--- config.mk ---
export PLATFORM = sky130hd
export DESIGN_NAME = trap_ctrl
export DESIGN_NICKNAME = d
export VERILOG_FILES = /design/src/rtl/trap_pkg.sv /design/src/rtl/trap_classify.sv /design/src/rtl/trap_ctrl.sv
export SDC_FILE = /design/constraint.sdc
export NUM_CORES = 1
export LEC_CHECK = 0
export ABC_AREA = 1
export ABC_CLOCK_PERIOD_IN_PS = 4140
export BUFFER_PORTS_ARGS = -buffer_cell sky130_fd_sc_hd__buf_2
export CAP_MARGIN = 15
export CORE_MARGIN = 8
export CORE_UTILIZATION = 30
export DETAILED_ROUTE_END_ITERATION = 6
export PLACE_DENSITY = 0.84
export SETUP_SLACK_MARGIN = 0.4
export SLEW_MARGIN = 10
export SYNTH_ARGS = -nofsm -noshare
export SYNTH_HDL_FRONTEND = slang
export SYNTH_SLANG_ARGS = --single-unit
export TNS_END_PERCENT = 50
--- constraint.sdc ---
create_clock -name clk -period 4.14 [get_ports clk]
set_clock_uncertainty 0.1 [all_clocks]
set_input_delay 1.242 -clock clk [delete_from_list [all_inputs] [get_ports clk]]
set_output_delay 1.242 -clock clk [all_outputs]
set_load 0.005 [all_outputs]
--- src/rtl/trap_pkg.sv ---
// Shared definitions for the machine-mode trap sequencer: CSR addresses,
// cause codes, SYSTEM-instruction encodings, FSM states and mstatus helpers.
package trap_pkg;

  localparam logic [11:0] CSR_MSTATUS = 12'h300;
  localparam logic [11:0] CSR_MTVEC   = 12'h305;
  localparam logic [11:0] CSR_MEPC    = 12'h341;
  localparam logic [11:0] CSR_MCAUSE  = 12'h342;

  localparam logic [31:0] CAUSE_ILLEGAL   = 32'd2;
  localparam logic [31:0] CAUSE_EBREAK    = 32'd3;
  localparam logic [31:0] CAUSE_ECALL     = 32'd11;
  localparam logic [31:0] CAUSE_M_EXT_IRQ = 32'h8000_000B;

  localparam logic [31:0] INSTR_ECALL  = 32'h0000_0073;
  localparam logic [31:0] INSTR_EBREAK = 32'h0010_0073;
  localparam logic [31:0] INSTR_MRET   = 32'h3020_0073;

  localparam int MSTATUS_MIE  = 3;
  localparam int MSTATUS_MPIE = 7;

  typedef enum logic [2:0] {
    IDLE,
    T_EPC,
    T_CAUSE,
    T_STATUS,
    T_JUMP,
    R_STATUS,
    R_JUMP
  } trap_state_e;

  // Trap entry: stash MIE into MPIE and disable interrupts.
  function automatic logic [31:0] mstatus_on_trap(input logic [31:0] s);
    logic [31:0] r;
    r               = s;
    r[MSTATUS_MPIE] = s[MSTATUS_MIE];
    r[MSTATUS_MIE]  = 1'b0;
    return r;
  endfunction

  // Trap return: restore MIE from MPIE and set MPIE.
  function automatic logic [31:0] mstatus_on_mret(input logic [31:0] s);
    logic [31:0] r;
    r               = s;
    r[MSTATUS_MIE]  = s[MSTATUS_MPIE];
    r[MSTATUS_MPIE] = 1'b1;
    return r;
  endfunction

endpackage

--- src/rtl/trap_classify.sv ---
// Combinational event classifier for the instruction in flight.
// Priority: illegal > ecall/ebreak > mret > external interrupt.
// Macro TRAP_IRQ_EN: when defined the external interrupt can raise a trap,
// otherwise irq_i is ignored.
module trap_classify
  import trap_pkg::*;
(
  input  logic [31:0] instr_i,
  input  logic        illegal_i,
  input  logic        irq_i,
  input  logic        mie_i,
  output logic        is_trap_o,
  output logic        is_mret_o,
  output logic [31:0] cause_o
);

  logic irq_take;

`ifdef TRAP_IRQ_EN
  assign irq_take = irq_i & mie_i;
`else
  logic unused_irq;
  assign unused_irq = irq_i & mie_i;
  assign irq_take   = 1'b0;
`endif

  // Pick the highest-priority event; synchronous exceptions beat the irq.
  always_comb begin
    // NOTE: every output gets a default first so no path leaves it unassigned,
    // which would otherwise infer a latch.
    is_trap_o = 1'b0;
    is_mret_o = 1'b0;
    cause_o   = '0;
    if (illegal_i) begin
      is_trap_o = 1'b1;
      cause_o   = CAUSE_ILLEGAL;
    end else if (instr_i == INSTR_ECALL) begin
      is_trap_o = 1'b1;
      cause_o   = CAUSE_ECALL;
    end else if (instr_i == INSTR_EBREAK) begin
      is_trap_o = 1'b1;
      cause_o   = CAUSE_EBREAK;
    end else if (instr_i == INSTR_MRET) begin
      is_mret_o = 1'b1;
    end else if (irq_take) begin
      is_trap_o = 1'b1;
      cause_o   = CAUSE_M_EXT_IRQ;
    end
  end

endmodule

--- src/rtl/trap_ctrl.sv ---
// Machine-mode trap sequencer. Owns the CSR write port and PC redirect for
// the fixed trap-entry (mepc, mcause, mstatus, jump) and mret (mstatus, jump)
// sequences while stalling the datapath.
// Macro TRAP_IRQ_EN: enables the external interrupt as a trap source.
module trap_ctrl
  import trap_pkg::*;
#(
  parameter int PC_W = 16
) (
  input  logic            clk,
  input  logic            rst_n,
  input  logic            instr_valid_i,
  input  logic [31:0]     instr_i,
  input  logic [PC_W-1:0] pc_i,
  input  logic            illegal_i,
  input  logic            irq_i,
  input  logic [31:0]     mstatus_i,
  input  logic [31:0]     mtvec_i,
  input  logic [31:0]     mepc_i,
  output logic            kill_o,
  output logic            stall_o,
  output logic            csr_we_o,
  output logic [11:0]     csr_addr_o,
  output logic [31:0]     csr_wdata_o,
  output logic            pc_redirect_o,
  output logic [PC_W-1:0] pc_target_o,
  output logic            busy_o
);

  trap_state_e     state_q, state_d;
  logic [PC_W-1:0] epc_q, epc_d;
  logic [31:0]     cause_q, cause_d;

  logic            cls_trap, cls_mret;
  logic [31:0]     cls_cause;
  logic            event_hit;

  // Only the low PC_W bits of mtvec/mepc form a target; the rest is unused.
  logic unused_bits;
  assign unused_bits = ^{mtvec_i, mepc_i};

  trap_classify u_classify (
    .instr_i   (instr_i),
    .illegal_i (illegal_i),
    .irq_i     (irq_i),
    .mie_i     (mstatus_i[MSTATUS_MIE]),
    .is_trap_o (cls_trap),
    .is_mret_o (cls_mret),
    .cause_o   (cls_cause)
  );

  // Reset is folded in so kill/stall stay low while rst_n is held.
  assign event_hit = rst_n && (state_q == IDLE) && instr_valid_i &&
                     (cls_trap || cls_mret);

  // State, saved epc and cause registers.
  always_ff @(posedge clk or negedge rst_n) begin
    // NOTE: sequential state uses non-blocking assignments so all registers
    // update together from the pre-edge values.
    if (!rst_n) begin
      state_q <= IDLE;
      epc_q   <= '0;
      cause_q <= '0;
    end else begin
      state_q <= state_d;
      epc_q   <= epc_d;
      cause_q <= cause_d;
    end
  end

  // Next-state and output decode; one CSR write or redirect per state.
  always_comb begin
    state_d       = state_q;
    epc_d         = epc_q;
    cause_d       = cause_q;
    kill_o        = 1'b0;
    stall_o       = 1'b0;
    csr_we_o      = 1'b0;
    csr_addr_o    = '0;
    csr_wdata_o   = '0;
    pc_redirect_o = 1'b0;
    pc_target_o   = '0;
    busy_o        = (state_q != IDLE);

    unique case (state_q)
      IDLE: begin
        if (event_hit) begin
          kill_o  = 1'b1;
          stall_o = 1'b1;
          epc_d   = pc_i;
          cause_d = cls_cause;
          state_d = cls_trap ? T_EPC : R_STATUS;
        end
      end
      T_EPC: begin
        stall_o     = 1'b1;
        csr_we_o    = 1'b1;
        csr_addr_o  = CSR_MEPC;
        csr_wdata_o = {{(32-PC_W){1'b0}}, epc_q};
        state_d     = T_CAUSE;
      end
      T_CAUSE: begin
        stall_o     = 1'b1;
        csr_we_o    = 1'b1;
        csr_addr_o  = CSR_MCAUSE;
        csr_wdata_o = cause_q;
        state_d     = T_STATUS;
      end
      T_STATUS: begin
        stall_o     = 1'b1;
        csr_we_o    = 1'b1;
        csr_addr_o  = CSR_MSTATUS;
        csr_wdata_o = mstatus_on_trap(mstatus_i);
        state_d     = T_JUMP;
      end
      T_JUMP: begin
        stall_o       = 1'b1;
        pc_redirect_o = 1'b1;
        pc_target_o   = {mtvec_i[PC_W-1:2], 2'b00};
        state_d       = IDLE;
      end
      R_STATUS: begin
        stall_o     = 1'b1;
        csr_we_o    = 1'b1;
        csr_addr_o  = CSR_MSTATUS;
        csr_wdata_o = mstatus_on_mret(mstatus_i);
        state_d     = R_JUMP;
      end
      R_JUMP: begin
        stall_o       = 1'b1;
        pc_redirect_o = 1'b1;
        pc_target_o   = {mepc_i[PC_W-1:2], 2'b00};
        state_d       = IDLE;
      end
      default: state_d = IDLE;
    endcase
  end

endmodule

==> impl_metrics.xml, run 1 <==
<?xml version="1.0" encoding="UTF-8"?>
<metrics>
  <group name="power_and_ir_drop">
    <metric name="total_leakage_power" unit="nW">1.87</metric>
    <metric name="power-per-cell-area" unit="nW/um^2">468</metric>
    <metric name="peakVddDrop" unit="mV">0.268</metric>
  </group>
  <group name="synth">
    <metric name="netlist.top_cell.by_area" unit="">sky130_fd_sc_hd__dfrtp_1</metric>
    <metric name="synth.lib_cells_used.distinct" unit="">29</metric>
    <metric name="seq_area_frac_synth" unit="%">29.3</metric>
    <metric name="top_ff_cell_synth" unit="">sky130_fd_sc_hd__dfrtp_1</metric>
    <metric name="synth.most_common_cell" unit="">sky130_fd_sc_hd__nand2_1</metric>
    <metric name="async_set_reset_flop_share_out_of_synthesis" unit="%">100</metric>
    <metric name="synth_enable_flop_cells" unit="">0</metric>
    <metric name="synth_top_area_share" unit="%">29.3</metric>
    <metric name="synth.cell_area" unit="um^2">1880</metric>
    <metric name="synthesis.area_per_instance" unit="um^2">6.41</metric>
    <metric name="netlist_top_cells_area" unit="">sky130_fd_sc_hd__dfrtp_1 (29%), sky130_fd_sc_hd__nand2_1 (20%), sky130_fd_sc_hd__nand3_1 (8.5%)</metric>
    <metric name="synth-seq-cells" unit="">22</metric>
    <metric name="synth-warning-count" unit="">0</metric>
    <metric name="yosys-top-cells-count" unit="">sky130_fd_sc_hd__nand2_1 (101), sky130_fd_sc_hd__inv_1 (34), sky130_fd_sc_hd__nand3_1 (32), sky130_fd_sc_hd__nor2_1 (28), sky130_fd_sc_hd__dfrtp_1 (22)</metric>
    <metric name="syn_inst" unit="">293</metric>
  </group>
  <group name="layout">
    <metric name="instances_no_fill" unit="">545</metric>
    <metric name="nets" unit="">619</metric>
    <metric name="area_delta_synth_final" unit="%">55.3</metric>
    <metric name="fillers" unit="">618</metric>
    <metric name="finalCoreUtilization" unit="%">47.0</metric>
    <metric name="layout-drive-gt1-share" unit="%">48.5</metric>
    <metric name="antenna_cells_inserted" unit="">0</metric>
    <metric name="register_area" unit="um^2">551</metric>
    <metric name="multi_input_area" unit="um^2">1070</metric>
  </group>
  <group name="detailed_routing">
    <metric name="route.detailed.drc" unit="">0</metric>
    <metric name="dr.first_iter.drc_count" unit="">70</metric>
    <metric name="route.vias.total" unit="">2484</metric>
    <metric name="drt-vias-per-instance" unit="">4.56</metric>
    <metric name="route.antenna.remaining_nets" unit="">0</metric>
    <metric name="routed_wl" unit="um">7420</metric>
    <metric name="drt_first_pass_iters" unit="">5</metric>
    <metric name="route.detailed.wl_per_inst" unit="um">13.6</metric>
  </group>
  <group name="floorplan">
    <metric name="design.core.area" unit="um^2">6200</metric>
    <metric name="die-height" unit="um">95.1</metric>
    <metric name="rows" unit="">29</metric>
    <metric name="ios" unit="">214</metric>
    <metric name="floorplan.die.width" unit="um">95.1</metric>
    <metric name="floorplan.initialDensity" unit="%">30.3</metric>
    <metric name="dieArea" unit="um^2">9050</metric>
  </group>
  <group name="clock_network">
    <metric name="clock_sinks" unit="">22</metric>
    <metric name="cts-buffers-inserted" unit="">3</metric>
    <metric name="cts_htree_levels" unit="">1</metric>
    <metric name="insertion_delay" unit="ps">260</metric>
    <metric name="cts_tree" unit="">yes</metric>
    <metric name="cts.path.max_buffers" unit="">2</metric>
    <metric name="ctsHoldBuffers" unit="">0</metric>
    <metric name="worst_setup_hold_path_clk_slew" unit="ps">80</metric>
    <metric name="root_buffer" unit="">sky130_fd_sc_hd__clkbuf_8</metric>
  </group>
  <group name="worst_setup_path">
    <metric name="critical_path.slowest_cell" unit="">sky130_fd_sc_hd__or2_4</metric>
    <metric name="path_cells" unit="">buf_6, inv_2, nand2_2, nor2_1, nand2_1, inv_1, nand4_1, buf_4, buf_4, buf_4, buf_4, buf_4, buf_4, buf_4, buf_4, buf_4, buf_4, buf_4, buf_4, buf_4, or2_4, o21ai_2</metric>
    <metric name="timing.critical_path.fanout_max" unit="">2</metric>
    <metric name="critical_path.startpoint" unit="">instr_i[3]</metric>
    <metric name="startpoint_type" unit="">input port</metric>
    <metric name="crit-reg2reg-capture" unit="">state_q[2]</metric>
    <metric name="critical_path_class" unit="">in -&gt; reg</metric>
    <metric name="worstSetupEndpointType" unit="">flop</metric>
    <metric name="cp.buffers_inverters" unit="">16</metric>
    <metric name="timing.reg2reg.worst_path_depth" unit="">7</metric>
    <metric name="setup.reg_to_reg.worst_slack" unit="ps">2090</metric>
    <metric name="critPathTopFamily" unit="">buffers and inverters</metric>
    <metric name="worst_path_largest_cell_delay" unit="ps">220</metric>
    <metric name="required_time_at_the_worst_slack_endpoint" unit="ps">4240</metric>
    <metric name="critPathMostFrequentCell" unit="">sky130_fd_sc_hd__buf_4</metric>
    <metric name="reg2reg_from" unit="">state_q[2]</metric>
    <metric name="timing.critical_path.arrival" unit="ps">3780</metric>
  </group>
  <group name="run_status">
    <metric name="outcome" unit="">completed</metric>
  </group>
  <group name="place">
    <metric name="globalplace.congestion" unit="">0.808</metric>
    <metric name="port-buffer-count" unit="">167</metric>
    <metric name="place_inst" unit="">525</metric>
    <metric name="detailed_place_hpwl" unit="um">5730</metric>
  </group>
  <group name="hold_path">
    <metric name="min_path_cells" unit="">2</metric>
    <metric name="min_from" unit="">epc_q[7]</metric>
    <metric name="whs_endpoint" unit="">epc_q[7]</metric>
    <metric name="hold_path.class" unit="">reg -&gt; reg</metric>
  </group>
  <group name="global_route">
    <metric name="globalRouteMet2Util" unit="%">27.2</metric>
    <metric name="via_count_of_the_first_global_routing_pass" unit="">2441</metric>
    <metric name="grt_pass1_wl" unit="um">11100</metric>
    <metric name="track_usage" unit="%">15.1</metric>
    <metric name="grt_use_met3" unit="%">5.04</metric>
    <metric name="grt_overflow_total" unit="">0</metric>
    <metric name="global_route.peak_usage_layer" unit="">met2</metric>
    <metric name="grt_start_max_net_pins" unit="">23</metric>
    <metric name="grt_util_met1" unit="%">16.8</metric>
    <metric name="antenna_found_initial" unit="">1</metric>
  </group>
  <group name="sta">
    <metric name="timing.slew.headroom" unit="%">36.9</metric>
    <metric name="timing_worst_slew_pin_value" unit="ps">944</metric>
    <metric name="layout_worst_path_cycle_share" unit="%">89.0</metric>
    <metric name="final-setup-viol-count" unit="">0</metric>
    <metric name="achievable-frequency" unit="MHz">271</metric>
    <metric name="unrepaired_setup_endpoints_after_global_routing" unit="">true</metric>
    <metric name="setup-tns-final" unit="ps">0</metric>
    <metric name="drv_slew" unit="">0</metric>
    <metric name="report.final.hold_viol_count" unit="">0</metric>
    <metric name="post-route-min-period" unit="ps">3680</metric>
  </group>
  <group name="flow_run">
    <metric name="cap_violations" unit="">0</metric>
  </group>
</metrics>
==> metrics by stage <==
step,setup WS [ps],power (W),cell area (um^2),hold WS [ps]
floorplan,685,0.000920,1910,342
global placement,356,0.00120,2680,362
detailed placement,300,0.00123,2680,365
CTS,401,0.00138,2860,385
global route,339,0.00151,2920,405
finish,456,0.00136,2920,382
==> cells by family after synthesis <==
kind of cell / Yosys count / share of synthesized area (%)
AO/OA/AOI/OAI: 21 / 8.53
buffers and inverters: 63 / 17.8
other: 1 / 0.200
flip-flops: 22 / 29.3
AND/OR/NAND/NOR: 186 / 44.2
==> flip-flops by register name (all words and copies together) (netlist names) <==
signal	cells
state_q	3
cause_q	3
epc_q	16
==> cell usage in the layout, fill, tap and decap left out, drive strengths merged <==
master / instances
nor2: 45
a22o: 12
or2: 1
a22oi: 1
nand3b: 1
conb: 9
nand4: 2
buf: 185
o41ai: 1
o21ai: 5
nand3: 33
clkbuf: 3
nand2: 103
nor3: 2
inv: 41
a21oi: 2
dfrtp: 22
==> worst register-to-register path, cell delays in order (launching register included) <==
cell,delay (ps)
sky130_fd_sc_hd__dfrtp_1,800
sky130_fd_sc_hd__nand2_1,200
sky130_fd_sc_hd__inv_2,280
sky130_fd_sc_hd__nor3_4,130
sky130_fd_sc_hd__inv_4,220
sky130_fd_sc_hd__o21ai_0,120
sky130_fd_sc_hd__nand2_1,80
sky130_fd_sc_hd__inv_1,30
==> worst max path at each step <==
stage | endpoint | slack (ps) | cells past startpoint
floorplan | stall_o | 680 | 8
global placement | kill_o | 360 | 9
detailed placement | kill_o | 300 | 9
global route | stall_o | 340 | 11
CTS | stall_o | 400 | 9
finish | cause_q[0] | 460 | 22
==> cell type report <==
cell class,count,area share [%]
clock buffer,3,1.42
tap,77,3.30
inverter,41,5.62
multi-input combinational,217,36.9
sequential,22,18.9
timing repair buffer,185,33.9
==> per-layer routing <==
metal	wire (um)	vias up	part of all wire [%]
li1	-	1241	-
met1	2770	1101	37
met2	3620	129	49
met3	949	11	13
met4	68	2	0.92
met5	11	-	0.15
==> power by group <==
group / switching, W / total (W) / internal [W]
registers: 0.0000940 / 0.000405 / 0.000311
logic: 0.000479 / 0.000827 / 0.000349
clock network: 0.0000674 / 0.000132 / 0.0000649
total: 0.000640 / 0.00136 / 0.000725
==> what timing repair did <==
item	4_1_cts	5_1_grt
pin swaps	3	12
gates resized for setup	4	13
buffers inserted	14	2
endpoints found under the setup margin	2	7
cloned	1	0
Power figures use the tool's default switching activity.
==> run 2, diff against run 1 <==
--- a/config.mk
+++ b/config.mk
@@ -12,10 +12,10 @@
 export CORE_MARGIN = 8
 export CORE_UTILIZATION = 30
 export DETAILED_ROUTE_END_ITERATION = 6
-export PLACE_DENSITY = 0.84
+export PLACE_DENSITY = 0.71
 export SETUP_SLACK_MARGIN = 0.4
-export SLEW_MARGIN = 10
 export SYNTH_ARGS = -nofsm -noshare
 export SYNTH_HDL_FRONTEND = slang
+export SYNTH_HIERARCHICAL = 1
 export SYNTH_SLANG_ARGS = --single-unit
 export TNS_END_PERCENT = 50
==> run 2 against run 1 <==
  * Clock power grew to 3.1 times the previous value
  * Critical path depth is 8 lower
  * Worst hold slack worse by 12 ps
  * Via count is 43% higher
  * Wire length is 47% higher
  * Global-route usage is 0.96 points lower
  * Highest routed layer unchanged
==> impl_metrics.xml, run 2 <==
<?xml version="1.0" encoding="UTF-8"?>
<metrics>
  <group name="run_status">
    <metric name="outcome" unit="">completed</metric>
  </group>
  <group name="sta">
    <metric name="achievable-frequency" unit="MHz">261</metric>
    <metric name="setup-tns-final" unit="ps">0</metric>
    <metric name="final-setup-viol-count" unit="">0</metric>
    <metric name="post-route-min-period" unit="ps">3830</metric>
    <metric name="drv_slew" unit="">0</metric>
    <metric name="report.final.hold_viol_count" unit="">0</metric>
    <metric name="unrepaired_setup_endpoints_after_global_routing" unit="">true</metric>
    <metric name="timing_worst_slew_pin_value" unit="ps">867</metric>
    <metric name="layout_worst_path_cycle_share" unit="%">92.5</metric>
    <metric name="timing.slew.headroom" unit="%">42.0</metric>
  </group>
  <group name="synth">
    <metric name="synthesis.area_per_instance" unit="um^2">6.55</metric>
    <metric name="async_set_reset_flop_share_out_of_synthesis" unit="%">100</metric>
    <metric name="synth.most_common_cell" unit="">sky130_fd_sc_hd__nand2_1</metric>
    <metric name="synth-warning-count" unit="">6</metric>
    <metric name="top_ff_cell_synth" unit="">sky130_fd_sc_hd__dfrtp_1</metric>
    <metric name="synth_top_area_share" unit="%">37.0</metric>
    <metric name="synth.lib_cells_used.distinct" unit="">22</metric>
    <metric name="synth.cell_area" unit="um^2">3450</metric>
    <metric name="yosys-top-cells-count" unit="">sky130_fd_sc_hd__nand2_1 (224), sky130_fd_sc_hd__nand3_1 (110), sky130_fd_sc_hd__dfrtp_1 (51), sky130_fd_sc_hd__buf_4 (46), sky130_fd_sc_hd__inv_1 (31)</metric>
    <metric name="netlist.top_cell.by_area" unit="">sky130_fd_sc_hd__dfrtp_1</metric>
    <metric name="syn_inst" unit="">526</metric>
    <metric name="seq_area_frac_synth" unit="%">37.0</metric>
    <metric name="synth-seq-cells" unit="">51</metric>
    <metric name="synth_enable_flop_cells" unit="">0</metric>
    <metric name="netlist_top_cells_area" unit="">sky130_fd_sc_hd__dfrtp_1 (37%), sky130_fd_sc_hd__nand2_1 (24%), sky130_fd_sc_hd__nand3_1 (16%)</metric>
  </group>
  <group name="place">
    <metric name="globalplace.congestion" unit="">0.799</metric>
    <metric name="placed_cell_area" unit="um^2">4220</metric>
    <metric name="port-buffer-count" unit="">167</metric>
    <metric name="detailed_place_hpwl" unit="um">7960</metric>
  </group>
  <group name="detailed_routing">
    <metric name="routed_wl" unit="um">10900</metric>
    <metric name="route.antenna.remaining_nets" unit="">0</metric>
    <metric name="route.detailed.drc" unit="">0</metric>
    <metric name="dr.first_iter.drc_count" unit="">156</metric>
    <metric name="drt-vias-per-instance" unit="">4.31</metric>
    <metric name="route.detailed.wl_per_inst" unit="um">13.2</metric>
    <metric name="drt_first_pass_iters" unit="">4</metric>
    <metric name="route.vias.total" unit="">3549</metric>
  </group>
  <group name="worst_setup_path">
    <metric name="timing.critical_path.arrival" unit="ps">2490</metric>
    <metric name="reg2reg_from" unit="">state_q[1]</metric>
    <metric name="timing.critical_path.fanout_max" unit="">4</metric>
    <metric name="critical_path_class" unit="">in -&gt; out</metric>
    <metric name="startpoint_type" unit="">input port</metric>
    <metric name="required_time_at_the_worst_slack_endpoint" unit="ps">2800</metric>
    <metric name="worstSetupEndpointType" unit="">primary output</metric>
    <metric name="critical_path.startpoint" unit="">instr_i[30]</metric>
  </group>
  <group name="clock_network">
    <metric name="cts_htree_levels" unit="">2</metric>
    <metric name="root_buffer" unit="">sky130_fd_sc_hd__clkbuf_16</metric>
    <metric name="worst_setup_hold_path_clk_slew" unit="ps">60</metric>
    <metric name="cts_tree" unit="">yes</metric>
    <metric name="cts-buffers-inserted" unit="">5</metric>
    <metric name="cts.path.max_buffers" unit="">2</metric>
    <metric name="insertion_delay" unit="ps">280</metric>
    <metric name="clock_sinks" unit="">51</metric>
  </group>
  <group name="global_route">
    <metric name="grt_pass1_wl" unit="um">17300</metric>
    <metric name="via_count_of_the_first_global_routing_pass" unit="">3444</metric>
    <metric name="grt_overflow_total" unit="">0</metric>
    <metric name="track_usage" unit="%">14.1</metric>
    <metric name="grt_start_max_net_pins" unit="">52</metric>
    <metric name="antenna_found_initial" unit="">1</metric>
  </group>
  <group name="floorplan">
    <metric name="die-height" unit="um">123</metric>
    <metric name="dieArea" unit="um^2">15200</metric>
    <metric name="ios" unit="">214</metric>
    <metric name="floorplan.initialDensity" unit="%">30.4</metric>
    <metric name="rows" unit="">39</metric>
    <metric name="floorplan.die.width" unit="um">123</metric>
    <metric name="design.core.area" unit="um^2">11300</metric>
  </group>
  <group name="layout">
    <metric name="finish.instance_area" unit="um^2">4410</metric>
    <metric name="layout.cells.most_common_list" unit="">sky130_fd_sc_hd__nand2_1 (223), sky130_fd_sc_hd__buf_2 (167), sky130_fd_sc_hd__nand3_1 (110)</metric>
    <metric name="final_common_cell" unit="">sky130_fd_sc_hd__nand2_1</metric>
    <metric name="flip_flop_count_of_the_largest_register_after_layout" unit="">32</metric>
    <metric name="top_register" unit="">cause_q</metric>
    <metric name="area_delta_synth_final" unit="%">28.0</metric>
    <metric name="layout-drive-gt1-share" unit="%">30.5</metric>
    <metric name="nets" unit="">830</metric>
    <metric name="antenna_cells_inserted" unit="">0</metric>
    <metric name="reg.largest.list" unit="">cause_q (32), epc_q (16), state_q (3)</metric>
  </group>
  <group name="power_and_ir_drop">
    <metric name="peakVddDrop" unit="mV">0.235</metric>
    <metric name="power-per-cell-area" unit="nW/um^2">578</metric>
    <metric name="total_leakage_power" unit="nW">2.72</metric>
  </group>
  <group name="flow_run">
    <metric name="cap_violations" unit="">0</metric>
  </group>
  <group name="hold_path">
    <metric name="min_from" unit="">cause_q[14]</metric>
    <metric name="hold_path.class" unit="">reg -&gt; reg</metric>
  </group>
</metrics>
-- run 2: repair_timing --
| item | 4_1_cts | 5_1_grt |
|---|---|---|
| gates resized for setup | 1 | 1 |
| hold buffers | 0 | 0 |
| setup buffers | 4 | 2 |
| gates cloned | 0 | 0 |
| endpoints found under the setup margin | 2 | 2 |
| endpoints found under the hold margin | 0 | 0 |
| pin swaps | 3 | 6 |
-- run 2: layer usage --
layer	share of wire, %	up-vias	track usage, %
met5	0.092	-	0
met2	51	80	26.2
met1	41	1593	16.4
met3	7.2	4	3.79
li1	-	1870	-
met4	0.17	2	1.43
-- run 2: per-stage QoR --
step	utilization (%)	total power (W)	std cells	setup WS [ps]	hold slack [ps]
after floorplan	-	0.00166	562	400	342
after global placement	37.3	0.00213	811	253	353
after detailed placement	37.3	0.00216	811	261	358
after CTS	38.8	0.00259	822	325	375
after global routing	39.0	0.00280	824	179	393
final	39.0	0.00255	824	309	370
-- run 2: report_power, final --
| part | total, W | internal (W) | switching, W |
|---|---|---|---|
| Combinational | 0.00127 | 0.000484 | 0.000791 |
| Sequential | 0.000861 | 0.000729 | 0.000132 |
| Clock | 0.000413 | 0.000236 | 0.000176 |
-- run 2: kinds of logic after synthesis --
logic type / synth area share [%]
AND/OR/NAND/NOR: 45.0
buffers and inverters: 17.1
flip-flops: 37.0
AO/OA/AOI/OAI: 0.653
other: 0.218
-- run 2: path summary, 6_finish.rpt --
path / endpoint / slack, ps / depth (start not counted)
setup / recovery: stall_o / 310 / 14
hold / removal: cause_q[14] / 370 / 2
setup reg to reg: cause_q[0] / 2420 / 6
hold reg to reg: cause_q[14] / 370 / 2
max in group asynchronous: state_q[0] / 2430 / 2
min in group asynchronous: cause_q[6] / 1070 / 2
-- run 2: area by class of cell --
type	instances	area, um^2
Clock inverter	1	5.00
Sequential cell	51	1280
Fill cell	1274	6910
Timing Repair Buffer	183	956
Inverter	33	124
Multi-Input combinational cell	407	1730
Clock buffer	6	139
Tap cell	143	179
-- run 2: worst max-delay path, cell delays in order --
cell	delay, ps
sky130_fd_sc_hd__buf_2	90
sky130_fd_sc_hd__inv_1	40
sky130_fd_sc_hd__nand2_1	60
sky130_fd_sc_hd__nor2_2	120
sky130_fd_sc_hd__nand2_1	70
sky130_fd_sc_hd__nor2_2	120
sky130_fd_sc_hd__nand2_1	70
sky130_fd_sc_hd__nand2_2	100
sky130_fd_sc_hd__nor2_2	40
sky130_fd_sc_hd__nor2_2	160
sky130_fd_sc_hd__nor2_4	70
sky130_fd_sc_hd__nor2_2	120
sky130_fd_sc_hd__nor2_1	60
sky130_fd_sc_hd__buf_2	130
==> run 3, diff against run 2 <==
--- a/config.mk
+++ b/config.mk
@@ -9,6 +9,7 @@
 export ABC_CLOCK_PERIOD_IN_PS = 4140
 export BUFFER_PORTS_ARGS = -buffer_cell sky130_fd_sc_hd__buf_2
 export CAP_MARGIN = 15
+export CORE_ASPECT_RATIO = 0.5
 export CORE_MARGIN = 8
 export CORE_UTILIZATION = 30
 export DETAILED_ROUTE_END_ITERATION = 6
==> run 3 against run 2 <==
  * Design area grew 2.7%
  * Via count grew 2.9%
  * Worst setup slack lost 7.8 ps
  * Sequential cell count is the same
  * Critical endpoint unchanged
  * Clock power grew 2%
  * Core utilization grew 1.9 points
  * Sequential power is essentially flat
  * Wire length shrank 0.52%
  * Power shrank 0.25%
  * Non-clock buffer count shrank 1
  * Sequential share of layout area shrank 0.75 points
  * Worst hold slack lost 1.2 ps
==> impl_metrics.xml, run 3 (synthesis gave the netlist of run 2 again) <==
<?xml version="1.0" encoding="UTF-8"?>
<metrics>
  <group name="power_and_ir_drop">
    <metric name="p_sw_share" unit="%">43.5</metric>
    <metric name="peakVddDrop" unit="mV">0.218</metric>
    <metric name="power-per-cell-area" unit="nW/um^2">561</metric>
    <metric name="total_leakage_power" unit="nW">2.73</metric>
    <metric name="power.clock.fraction" unit="%">16.5</metric>
    <metric name="power_switching" unit="W">0.00111</metric>
    <metric name="reg_power_share" unit="%">33.8</metric>
    <metric name="internal_power" unit="W">0.00144</metric>
    <metric name="comb_power_share" unit="%">49.7</metric>
  </group>
  <group name="global_route">
    <metric name="grt_start_max_net_pins" unit="">52</metric>
    <metric name="via_count_of_the_first_global_routing_pass" unit="">3471</metric>
    <metric name="track_usage" unit="%">13.4</metric>
    <metric name="grt_pass1_wl" unit="um">17200</metric>
    <metric name="antenna_found_initial" unit="">0</metric>
    <metric name="grt_overflow_total" unit="">0</metric>
  </group>
  <group name="floorplan">
    <metric name="design.core.area" unit="um^2">11100</metric>
    <metric name="rows" unit="">27</metric>
    <metric name="ios" unit="">214</metric>
    <metric name="floorplan.die.width" unit="um">168</metric>
    <metric name="die-height" unit="um">91.8</metric>
    <metric name="floorplan.initialDensity" unit="%">31.1</metric>
    <metric name="dieArea" unit="um^2">15400</metric>
  </group>
  <group name="sta">
    <metric name="layout_worst_path_cycle_share" unit="%">92.7</metric>
    <metric name="timing.slew.headroom" unit="%">46.7</metric>
    <metric name="unrepaired_setup_endpoints_after_global_routing" unit="">true</metric>
    <metric name="hold_ws" unit="ps">369</metric>
    <metric name="achievable-frequency" unit="MHz">260</metric>
    <metric name="report.final.hold_viol_count" unit="">0</metric>
    <metric name="timing_worst_slew_pin_value" unit="ps">799</metric>
    <metric name="setup-tns-final" unit="ps">0</metric>
    <metric name="drv_slew" unit="">0</metric>
    <metric name="post-route-min-period" unit="ps">3840</metric>
    <metric name="final-setup-viol-count" unit="">0</metric>
  </group>
  <group name="clock_network">
    <metric name="root_buffer" unit="">sky130_fd_sc_hd__clkbuf_16</metric>
    <metric name="insertion_delay" unit="ps">290</metric>
    <metric name="worst_setup_hold_path_clk_slew" unit="ps">60</metric>
    <metric name="cts_htree_levels" unit="">2</metric>
    <metric name="clock_sinks" unit="">51</metric>
    <metric name="cts-buffers-inserted" unit="">5</metric>
    <metric name="cts_tree" unit="">yes</metric>
    <metric name="cts.path.max_buffers" unit="">2</metric>
  </group>
  <group name="worst_setup_path">
    <metric name="critPathMostFrequentCell" unit="">sky130_fd_sc_hd__nor2_4</metric>
    <metric name="critPathTopFamily" unit="">simple AND/OR/NAND/NOR gates</metric>
    <metric name="cp.buffers_inverters" unit="">3</metric>
    <metric name="required_time_at_the_worst_slack_endpoint" unit="ps">2800</metric>
    <metric name="reg2reg_from" unit="">state_q[2]</metric>
    <metric name="critical_path_class" unit="">in -&gt; out</metric>
    <metric name="timing.critical_path.arrival" unit="ps">2500</metric>
    <metric name="timing.critical_path.fanout_max" unit="">4</metric>
    <metric name="worstSetupEndpointType" unit="">primary output</metric>
    <metric name="critical_path.slowest_cell" unit="">sky130_fd_sc_hd__nor2_2</metric>
    <metric name="worst_path_largest_cell_delay" unit="ps">130</metric>
    <metric name="path_cells" unit="">buf_2, inv_2, nand2_1, nor2_2, nand2_2, nor2_4, nand2_2, nand2_4, nor2_4, nor2_4, nor2_4, nor2_2, nor2_1, buf_2</metric>
    <metric name="startpoint_type" unit="">input port</metric>
    <metric name="critical_path.startpoint" unit="">instr_i[29]</metric>
  </group>
  <group name="layout">
    <metric name="reg.largest.list" unit="">cause_q (32), epc_q (16), state_q (3)</metric>
    <metric name="layout.cells.most_common_list" unit="">sky130_fd_sc_hd__nand2_1 (215), sky130_fd_sc_hd__buf_2 (158), sky130_fd_sc_hd__nand3_1 (110)</metric>
    <metric name="nets" unit="">829</metric>
    <metric name="multi_input_area" unit="um^2">1800</metric>
    <metric name="antenna_cells_inserted" unit="">0</metric>
    <metric name="layout-drive-gt1-share" unit="%">34.9</metric>
    <metric name="register_area" unit="um^2">1280</metric>
    <metric name="fillers" unit="">1179</metric>
    <metric name="top_register" unit="">cause_q</metric>
    <metric name="area_delta_synth_final" unit="%">31.4</metric>
    <metric name="final_common_cell" unit="">sky130_fd_sc_hd__nand2_1</metric>
    <metric name="flip_flop_count_of_the_largest_register_after_layout" unit="">32</metric>
  </group>
  <group name="detailed_routing">
    <metric name="route.antenna.remaining_nets" unit="">0</metric>
    <metric name="drt_first_pass_iters" unit="">4</metric>
    <metric name="route.detailed.wl_per_inst" unit="um">13.1</metric>
    <metric name="route.detailed.drc" unit="">0</metric>
    <metric name="drt-vias-per-instance" unit="">4.42</metric>
    <metric name="route.vias.total" unit="">3651</metric>
    <metric name="routed_wl" unit="um">10800</metric>
    <metric name="dr.first_iter.drc_count" unit="">215</metric>
  </group>
  <group name="flow_run">
    <metric name="cap_violations" unit="">0</metric>
  </group>
  <group name="place">
    <metric name="port-buffer-count" unit="">167</metric>
    <metric name="detailed_place_hpwl" unit="um">7810</metric>
    <metric name="globalplace.congestion" unit="">0.749</metric>
  </group>
  <group name="hold_path">
    <metric name="min_from" unit="">cause_q[24]</metric>
    <metric name="hold_path.class" unit="">reg -&gt; reg</metric>
  </group>
  <group name="run_status">
    <metric name="outcome" unit="">completed</metric>
  </group>
</metrics>
-- run 3: changes by cell type in the layout (fill, tap and decap cells not counted), sizes merged --
cell / before / now
clkinv: 1 / 2
buf: 183 / 182
inv: 33 / 34
clkbuf: 6 / 5
-- run 3: routing by layer --
| layer | up-vias | GRT usage, % | routed length [um] |
|---|---|---|---|
| met2 | 82 | 26.0 | 6000 |
| met3 | 12 | 2.39 | 444 |
| met1 | 1684 | 15.1 | 4220 |
| met4 | 0 | 2.66 | 145 |
| li1 | 1873 | - | - |
| met5 | - | 0 | 0 |
-- run 3: power by group through the flow --
| stage | Combinational [W] | Clock, W | Sequential [W] |
|---|---|---|---|
| 3_3_place_gp | 0.00125 | 0 | 0.000859 |
| 2_1_floorplan | 0.000832 | 0 | 0.000833 |
| 5_1_grt | 0.00144 | 0.000455 | 0.000892 |
| 3_5_place_dp | 0.00127 | 0 | 0.000866 |
| 6_report | 0.00126 | 0.000420 | 0.000860 |
| 4_1_cts | 0.00127 | 0.000430 | 0.000861 |
-- run 3: stage by stage --
stage               instances  util (%)  power, W  setup WS (ps)  cell area (um^2)
floorplan                 562         -   0.00166            400              3590
global placement          813      38.1   0.00211            276              4220
detailed placement        813      38.1   0.00213            264              4220
CTS                       822      39.5   0.00256            316              4380
global route              826      40.9   0.00278            206              4530
finish                    826      40.9   0.00254            301              4530
-- run 3: tightest hold or removal path: cells and delay by family, from the launching register on --
kind / cells / cell delay, ps
DFF: 1 / 340
and+or+nand+nor: 2 / 90
-- run 3: cell type report --
type	instances	area share (%)
Clock buffer	5	2.76
Multi-Input combinational cell	407	39.6
Inverter	33	2.73
Tap cell	145	4.01
Sequential cell	51	28.2
Clock inverter	3	0.497
Timing Repair Buffer	182	22.2
-- run 3: timing repair --
item / CTS / global route
endpoints found under the setup margin: 2 / 2
gates resized for setup: 1 / 47
buffers inserted: 1 / 4
pin swaps: 2 / 32
hold buffers: 0 / 0
-- run 3: path summary, 6_finish.rpt --
check | end | depth (start not counted) | slack (ps)
setup reg to reg | state_q[2] | 6 | 2470
setup / recovery | stall_o | 14 | 300
max in group asynchronous | cause_q[16] | 2 | 2480
hold reg to reg | cause_q[24] | 2 | 370
hold / removal | cause_q[24] | 2 | 370
min in group asynchronous | state_q[2] | 2 | 1030
